**config.mk**
```make
export PLATFORM = sky130hd
export DESIGN_NAME = intt_result_drain
export DESIGN_NICKNAME = d
export VERILOG_FILES = /design/src/rtl/intt_result_drain_pkg.sv /design/src/rtl/intt_result_drain_mod_canon.sv /design/src/rtl/intt_result_drain.sv
export SDC_FILE = /design/constraint.sdc
export NUM_CORES = 1
export LEC_CHECK = 0
export CAP_MARGIN = 20
export CORE_AREA = 2 2 141 143
export CTS_BUF_LIST = sky130_fd_sc_hd__clkbuf_8
export DETAILED_ROUTE_END_ITERATION = 10
export DIE_AREA = 0 0 143 145
export PLACE_DENSITY = 0.78
export RECOVER_POWER = 50
export SLEW_MARGIN = 25
export SYNTH_ARGS = -nofsm -noshare
export SYNTH_HDL_FRONTEND = slang
export SYNTH_HIERARCHICAL = 1
export SYNTH_SLANG_ARGS = --single-unit
```
**constraint.sdc**
```tcl
create_clock -name clk -period 5.8 [get_ports clk]
set_input_delay 0.87 -clock clk [delete_from_list [all_inputs] [get_ports clk]]
set_output_delay 0.87 -clock clk [all_outputs]
set_load 0.01 [all_outputs]
```
**src/rtl/intt_result_drain_pkg.sv**
```systemverilog
// Shared types and helpers for the INTT result drain stage.
// Optional build macro INTT_DRAIN_BITREV_EN selects bit-reversed drain order.
package intt_result_drain_pkg;

   localparam int DEF_N = 17;
   localparam int DEF_D = 8;
   localparam int DEF_Q = 65537;
   localparam int IDXW  = $clog2(DEF_D);

   typedef enum logic [0:0] {
      IDLE  = 1'b0,
      DRAIN = 1'b1
   } state_e;

   // Reverse the low w bits of v; upper bits of the result are zero.
   function automatic logic [31:0] bit_reverse(input logic [31:0] v, input int unsigned w);
      logic [31:0] r;
      r = 32'd0;
      for (int unsigned i = 0; i < w; i++) begin
         r = r | (((v >> i) & 32'd1) << (w - 32'd1 - i));
      end
      return r;
   endfunction

endpackage

```
**src/rtl/intt_result_drain_mod_canon.sv**
```systemverilog
// Conditional subtract that folds a coefficient in [0,2Q) into [0,Q).
module mod_canon #(
   parameter int N = 17,
   parameter int Q = 65537
) (
   input  logic [N-1:0] c_i,
   output logic [N-1:0] r_o
);

   localparam logic [N-1:0] Q_N = N'(Q);

   // Single compare/subtract; inputs at or above 2Q still only lose one Q.
   always_comb begin
      if (c_i >= Q_N) begin
         r_o = c_i - Q_N;
      end else begin
         r_o = c_i;
      end
   end

endmodule

```
**src/rtl/intt_result_drain.sv**
```systemverilog
// Captures a parallel INTT result vector, canonicalises it and streams it out
// one coefficient per beat. Build macro INTT_DRAIN_BITREV_EN: bit-reversed order.
module intt_result_drain
   import intt_result_drain_pkg::*;
#(
   parameter  int N  = DEF_N,
   parameter  int D  = DEF_D,
   parameter  int Q  = DEF_Q,
   localparam int IW = $clog2(D)
) (
   input  logic           clk,
   input  logic           rst,
   input  logic           in_valid,
   input  logic [D*N-1:0] in_data,
   output logic           in_ready,
   output logic           out_valid,
   input  logic           out_ready,
   output logic [N-1:0]   out_data,
   output logic [IW-1:0]  out_idx,
   output logic           out_last,
   output logic           busy
);

   localparam logic [IW-1:0] LAST_PTR = IW'(D - 1);

   state_e         state_q, state_d;
   logic [IW-1:0]  ptr_q, ptr_d;
   logic [IW-1:0]  order_s;
   logic [N-1:0]   coef_q  [D];
   logic [N-1:0]   coef_d  [D];
   logic [N-1:0]   canon_s [D];
   logic           accept_beat_s;
   logic           last_beat_s;
   logic           in_ready_s;
   logic           capture_s;

   for (genvar k = 0; k < D; k++) begin : g_canon
      mod_canon #(
         .N (N),
         .Q (Q)
      ) u_canon (
         .c_i (in_data[N*k +: N]),
         .r_o (canon_s[k])
      );
   end

`ifdef INTT_DRAIN_BITREV_EN
   assign order_s = IW'(bit_reverse(32'(ptr_q), IW));
`else
   assign order_s = ptr_q;
`endif

   // Handshake decode; a new vector may enter on the cycle the last beat leaves.
   always_comb begin
      accept_beat_s = (state_q == DRAIN) && out_ready;
      last_beat_s   = accept_beat_s && (ptr_q == LAST_PTR);
      in_ready_s    = (state_q == IDLE) || last_beat_s;
      capture_s     = in_valid && in_ready_s;
   end

   // Next-state logic.
   always_comb begin
      state_d = state_q;
      case (state_q)
         IDLE: begin
            if (capture_s) begin
               state_d = DRAIN;
            end else begin
               state_d = IDLE;
            end
         end
         DRAIN: begin
            if (last_beat_s && !capture_s) begin
               state_d = IDLE;
            end else begin
               state_d = DRAIN;
            end
         end
         default: state_d = IDLE;
      endcase
   end

   // Beat pointer and vector buffer; the pointer wraps only on the last beat.
   always_comb begin
      if (capture_s) begin
         ptr_d = '0;
      end else if (accept_beat_s) begin
         ptr_d = ptr_q + IW'(1);
      end else begin
         ptr_d = ptr_q;
      end
      for (int k = 0; k < D; k++) begin
         if (capture_s) begin
            coef_d[k] = canon_s[k];
         end else begin
            coef_d[k] = coef_q[k];
         end
      end
   end

   // State, pointer and buffer registers.
   always_ff @(posedge clk) begin
      if (rst) begin
         state_q <= IDLE;
         ptr_q   <= '0;
         for (int k = 0; k < D; k++) begin
            coef_q[k] <= '0;
         end
      end else begin
         state_q <= state_d;
         ptr_q   <= ptr_d;
         for (int k = 0; k < D; k++) begin
            coef_q[k] <= coef_d[k];
         end
      end
   end

   // Output decode; everything reads zero outside DRAIN.
   always_comb begin
      in_ready = in_ready_s;
      if (state_q == DRAIN) begin
         out_valid = 1'b1;
         out_data  = coef_q[order_s];
         out_idx   = order_s;
         out_last  = (ptr_q == LAST_PTR);
         busy      = 1'b1;
      end else begin
         out_valid = 1'b0;
         out_data  = '0;
         out_idx   = '0;
         out_last  = 1'b0;
         busy      = 1'b0;
      end
   end

endmodule

```
---- Word-level counts from Yosys, hierarchy flattened ----
Memories as Yosys holds them, arrays and structs flattened. A register that Yosys moved wholly into a read port is not among the register bits.
Index checks and enable logic that the tools add are counted.
word-level totals
  logic and storage cells ................. 75
  bits in writable memories ............... 136
  output and inout port bits .............. 24
  input port bits ......................... 140
  memories kept ........................... 1
  register bits ........................... 4
memories
  memory  words  bits a word  read ports  clocked after memory_dff  write ports  line                     text
  coef_q  8      17           1           1                         8            intt_result_drain.sv:29  logic [N-1:0] coef_q [D];
operators by class
  equal/unequal tests ..................... 2
  multiplexer cells ....................... 36
  reductions and logical operators ........ 8
  bitwise logic cells ..................... 9
  magnitude comparators ................... 8
  add/sub/neg operators ................... 9
operators by type and width
  cell                                                            number
  17-bit two-way mux                                              25
  17-bit >= comparator (second input constant)                    8
  17-bit subtractor (second input constant)                       8
  3-bit two-way mux                                               3
  1-bit OR                                                        8
  1-bit two-way mux                                               7
  1-bit logical AND                                               4
  3-bit by 1-bit adder with 3-bit output (second input constant)  1
  3-bit == test (second input constant)                           1
  1-bit one-hot mux with 2 select lines                           1
  2-bit AND reduction                                             1
  2-bit OR reduction                                              1
  1-bit logical NOT                                               1
  1-bit logical OR                                                1
  1-bit != test (second input constant)                           1
  1-bit inverter                                                  1

---- Logic depth before layout (Yosys ltp) ----
  depth in word-level cells ............... 8
  gate-level depth with buffers ........... 7
  mapped depth without buffers ............ 7

---- Hierarchy ----
Netlist, hierarchy kept.
by module, submodules not included
  module                              area each (µm²)  seq. area each (µm²)  cells each  instances
  intt_result_drain                   6,449.9          4,224.1               421         1
  mod_canon (g_canon[4].u_canon ...)  481.7            0.0                   70          4
  mod_canon (g_canon[0].u_canon ...)  465.4            0.0                   66          4

---- Worst setup path before layout ----
OpenSTA, ideal clock, no wires.
  path kind ............................... input to register
  start ................................... input port rst
  end ..................................... memory coef_q[0][0] (enable)
  required time ........................... 5.303 ns
  path slack .............................. 1.323 ns
  setup time .............................. 0.497 ns
  path buffers ............................ 1
  cell stages on the path ................. 2
  arrival ................................. 3.980 ns
  cells stage by stage .................... clkbuf_1 -> a21o_1
RTL lines
  element          line                     text
  start, declared  intt_result_drain.sv:12  input logic rst,
  end, declared    intt_result_drain.sv:29

==> flow_summary_export.csv <==
group,metric,value,unit
die,core-area,0.0192,mm^2
logic_synthesis,yosys_most_used_dff,"edfxtp_1",
timing,max_slew_margin,-82.9,%
cells_and_area,diodes,0,
outcome,status,"finished, violations left",
worst_setup_path,start_kind,"input port",
logic_synthesis,ys_async_sr_fraction,0,%
logic_synthesis,netlist_area,0.0102,mm^2
job,drv_cap,1,
worst_setup_path,cp.arrival,4340,ps
grt,grt_pass1_vias,7796,
detailed_routing,via_count,8300,
placement,dpl.hpwl,20.1,mm
clock_network,clk_path_buf_depth,2,
placement,placed_cell_area,0.0120,mm^2
clock_network,clkSinkCount,143,
die,io_pins,164,
detailed_routing,routed_via_density,6.01,
detailed_routing,drc_errors,0,
logic_synthesis,seq_area_frac_synth,41.3,%
grt,grt_pass1_wl,42.0,mm
die,start_util,53.3,%
timing,drv_slew,71,
timing,fin_setup_tns,0,ps
clock_network,cts_made_buffers,17,
worst_setup_path,worstPathMaxFanout,71,
power,total_power,2.55,mW
worst_setup_path,path_class,"in2reg",
timing,fin_crit,4240,ps
die,die_h,145,um
detailed_routing,drt_first_pass_iters,4,
logic_synthesis,synth_cell_types,54,
logic_synthesis,synthesis.nets,1123,
grt,antenna_found_initial,0,
cells_and_area,layout.nets,1260,
clock_network,root_buffer,"clkbuf_8",
detailed_routing,drt-wirelength-per-cell,19.4,um
clock_network,post_cts_buffers,0,
placement,gp_congestion,0.921,
grt,track_usage,26.0,%
detailed_routing,ant_nets,0,
logic_synthesis,yosys-top-cells-area,"edfxtp_1 40%, and2_1 7.0%, mux2i_1 3.7%",
logic_synthesis,synth.avg_cell_area,10.6,um^2
detailed_routing,detail_route.iter0.violations,774,
grt,overflow,0,
cells_and_area,filler_cell_count,1525,
worst_setup_path,worst_ep_required_time,5900,ps
die,fp.dieW,143,um
die,core.rowCount,51,
die,dieArea,0.0207,mm^2
placement,port_buffers,163,
timing,setup_violations,0,
timing,finalCritPeriodShare,73.1,%
cells_and_area,postLayoutCoreUtil,64.5,%
power,p_leak,4.25,nW
logic_synthesis,synth-edff-count,136,
logic_synthesis,yosys.area.top_type,"edfxtp_1",
timing,hold_viol_final,0,
clock_network,clock_latency,460,ps
logic_synthesis,synth-seq-cells,143,
clock_network,cts_hold_buf,0,
placement,dp_cells,1348,
cells_and_area,ff_latch_area,0.00423,mm^2
power,p_per_area,206,mW/mm^2
cells_and_area,multiInputGateArea,0.00565,mm^2
timing,worst_slew_pin_slew,2740,ps
detailed_routing,drt_wl_total,26.7,mm
power,peakVddDrop,0.139,mV
cells_and_area,final_cells,1380,
logic_synthesis,synth_top_area_share,39.9,%
cells_and_area,final_common_cell,"clkdlybuf4s50_1",
cells_and_area,fin_area,0.0124,mm^2
cells_and_area,layout_common_cells,"149 x clkdlybuf4s50_1, 136 x edfxtp_1, 89 x and2_1, 47 x nand2_1",
outcome,violations,"max-capacitance violations, max-slew violations",
cells_and_area,layout-drive-gt1-share,11.0,%
grt,grt_max_degree,103,
cells_and_area,areaGrowthSynthToFinish,21.1,%
clock_network,clkTransAtPathRegs,80,ps
clock_network,cts_tree,"done",
logic_synthesis,yosysWarnings,6,
timing,worst_clock_skew,19.0,ps
timing,rsz0062_at_grt,"false",
clock_network,htree_levels,4,
clock_network,cts_resized,0,
worst_setup_path,crit_path_end_kind,"flop",
logic_synthesis,syn_inst,965,
worst_hold_path,min_path_type,"reg2reg",
timing,fmax,236,MHz
-- flip-flops by register name, indices dropped and copies added (netlist names), named ones only --
signal   count
order_s      3
coef_q     136
state_q      1
-- power by group --
| group | switching (mW) | internal (mW) |
|---|---|---|
| Combinational | 0.213 | 0.199 |
| Clock | 0.375 | 0.512 |
| Sequential | 0.0359 | 1.22 |
-- final timing paths --
check / start / cells past startpoint / slack [ps] / endpoint
setup / recovery: out_ready / 5 / 1560 / coef_q[0][15]$_SDFFCE_PN0P_
setup reg to reg: state_q$_SDFF_PP0_ / 4 / 1870 / coef_q[0][15]$_SDFFCE_PN0P_
hold / removal: order_s[2]$_SDFFE_PP0P_ / 2 / 520 / flop
hold reg to reg: order_s[2]$_SDFFE_PP0P_ / 2 / 520 / flop
-- synth_stat cells, types with 5 or more instances --
cell	n
nand2_1	47
nor4b_2	8
o31ai_1	28
nand2b_1	12
nor3_1	28
ha_1	18
mux4_2	13
clkbuf_2	9
or4_4	8
nor3b_2	5
o41ai_1	12
or4_1	20
nor2b_1	39
inv_1	17
xor2_1	21
or3_1	12
nand4_1	16
buf_2	22
dfxtp_1	7
mux2_2	12
o21ai_0	44
mux2i_1	38
nor4_1	28
nor2_1	40
a22oi_1	17
or2_2	16
and2_1	115
clkbuf_1	14
o211a_1	17
xnor2_1	32
mux2_1	8
nand3_1	18
nor3_2	12
edfxtp_1	136
a21oi_1	14
-- area by class of cell --
cell class / instances / share of cell area (%)
Clock buffer: 21 / 2.33
Sequential cell: 143 / 34.1
Tap cell: 265 / 2.67
Inverter: 17 / 0.515
Clock inverter: 11 / 1.32
Timing Repair Buffer: 167 / 13.5
Multi-Input combinational cell: 756 / 45.6
-- critical path, stage by stage --
cell and delay (ps):
dlygate4sd3_1 630, a21boi_0 240, inv_1 150, a21o_1 1990, buf_12 400
-- through the flow --
step | worst slack [ps] | hold slack, ps
floorplan | 1320 | 463
global placement | 2220 | 477
detailed placement | 2240 | 509
CTS | 1880 | 513
global route | 1230 | 552
finish | 1560 | 521
-- layer usage --
layer / GRT usage [%] / up-vias / share of wire [%]
li1: - / 3961 / -
met1: 38.0 / 3919 / 44
met2: 39.6 / 382 / 46
met3: 4.88 / 38 / 8.3
met4: 7.67 / 0 / 2.2
met5: 0 / - / 0
-- kinds of logic (layout without fill, tap and decap cells) --
| family | Yosys count | count (layout) | synth area share (%) |
|---|---|---|---|
| buffers and inverters | 66 | 216 | 3.10 |
| AOI/OAI and AO/OA | 162 | 162 | 11.2 |
| DFF | 143 | 143 | 41.3 |
| adders and majority gates | 18 | 18 | 2.20 |
| and+or+nand+nor | 448 | 448 | 27.9 |
| xor gates and xnor gates | 53 | 53 | 4.53 |
| muxes | 75 | 75 | 9.80 |
Power figures use the tool's default switching activity.
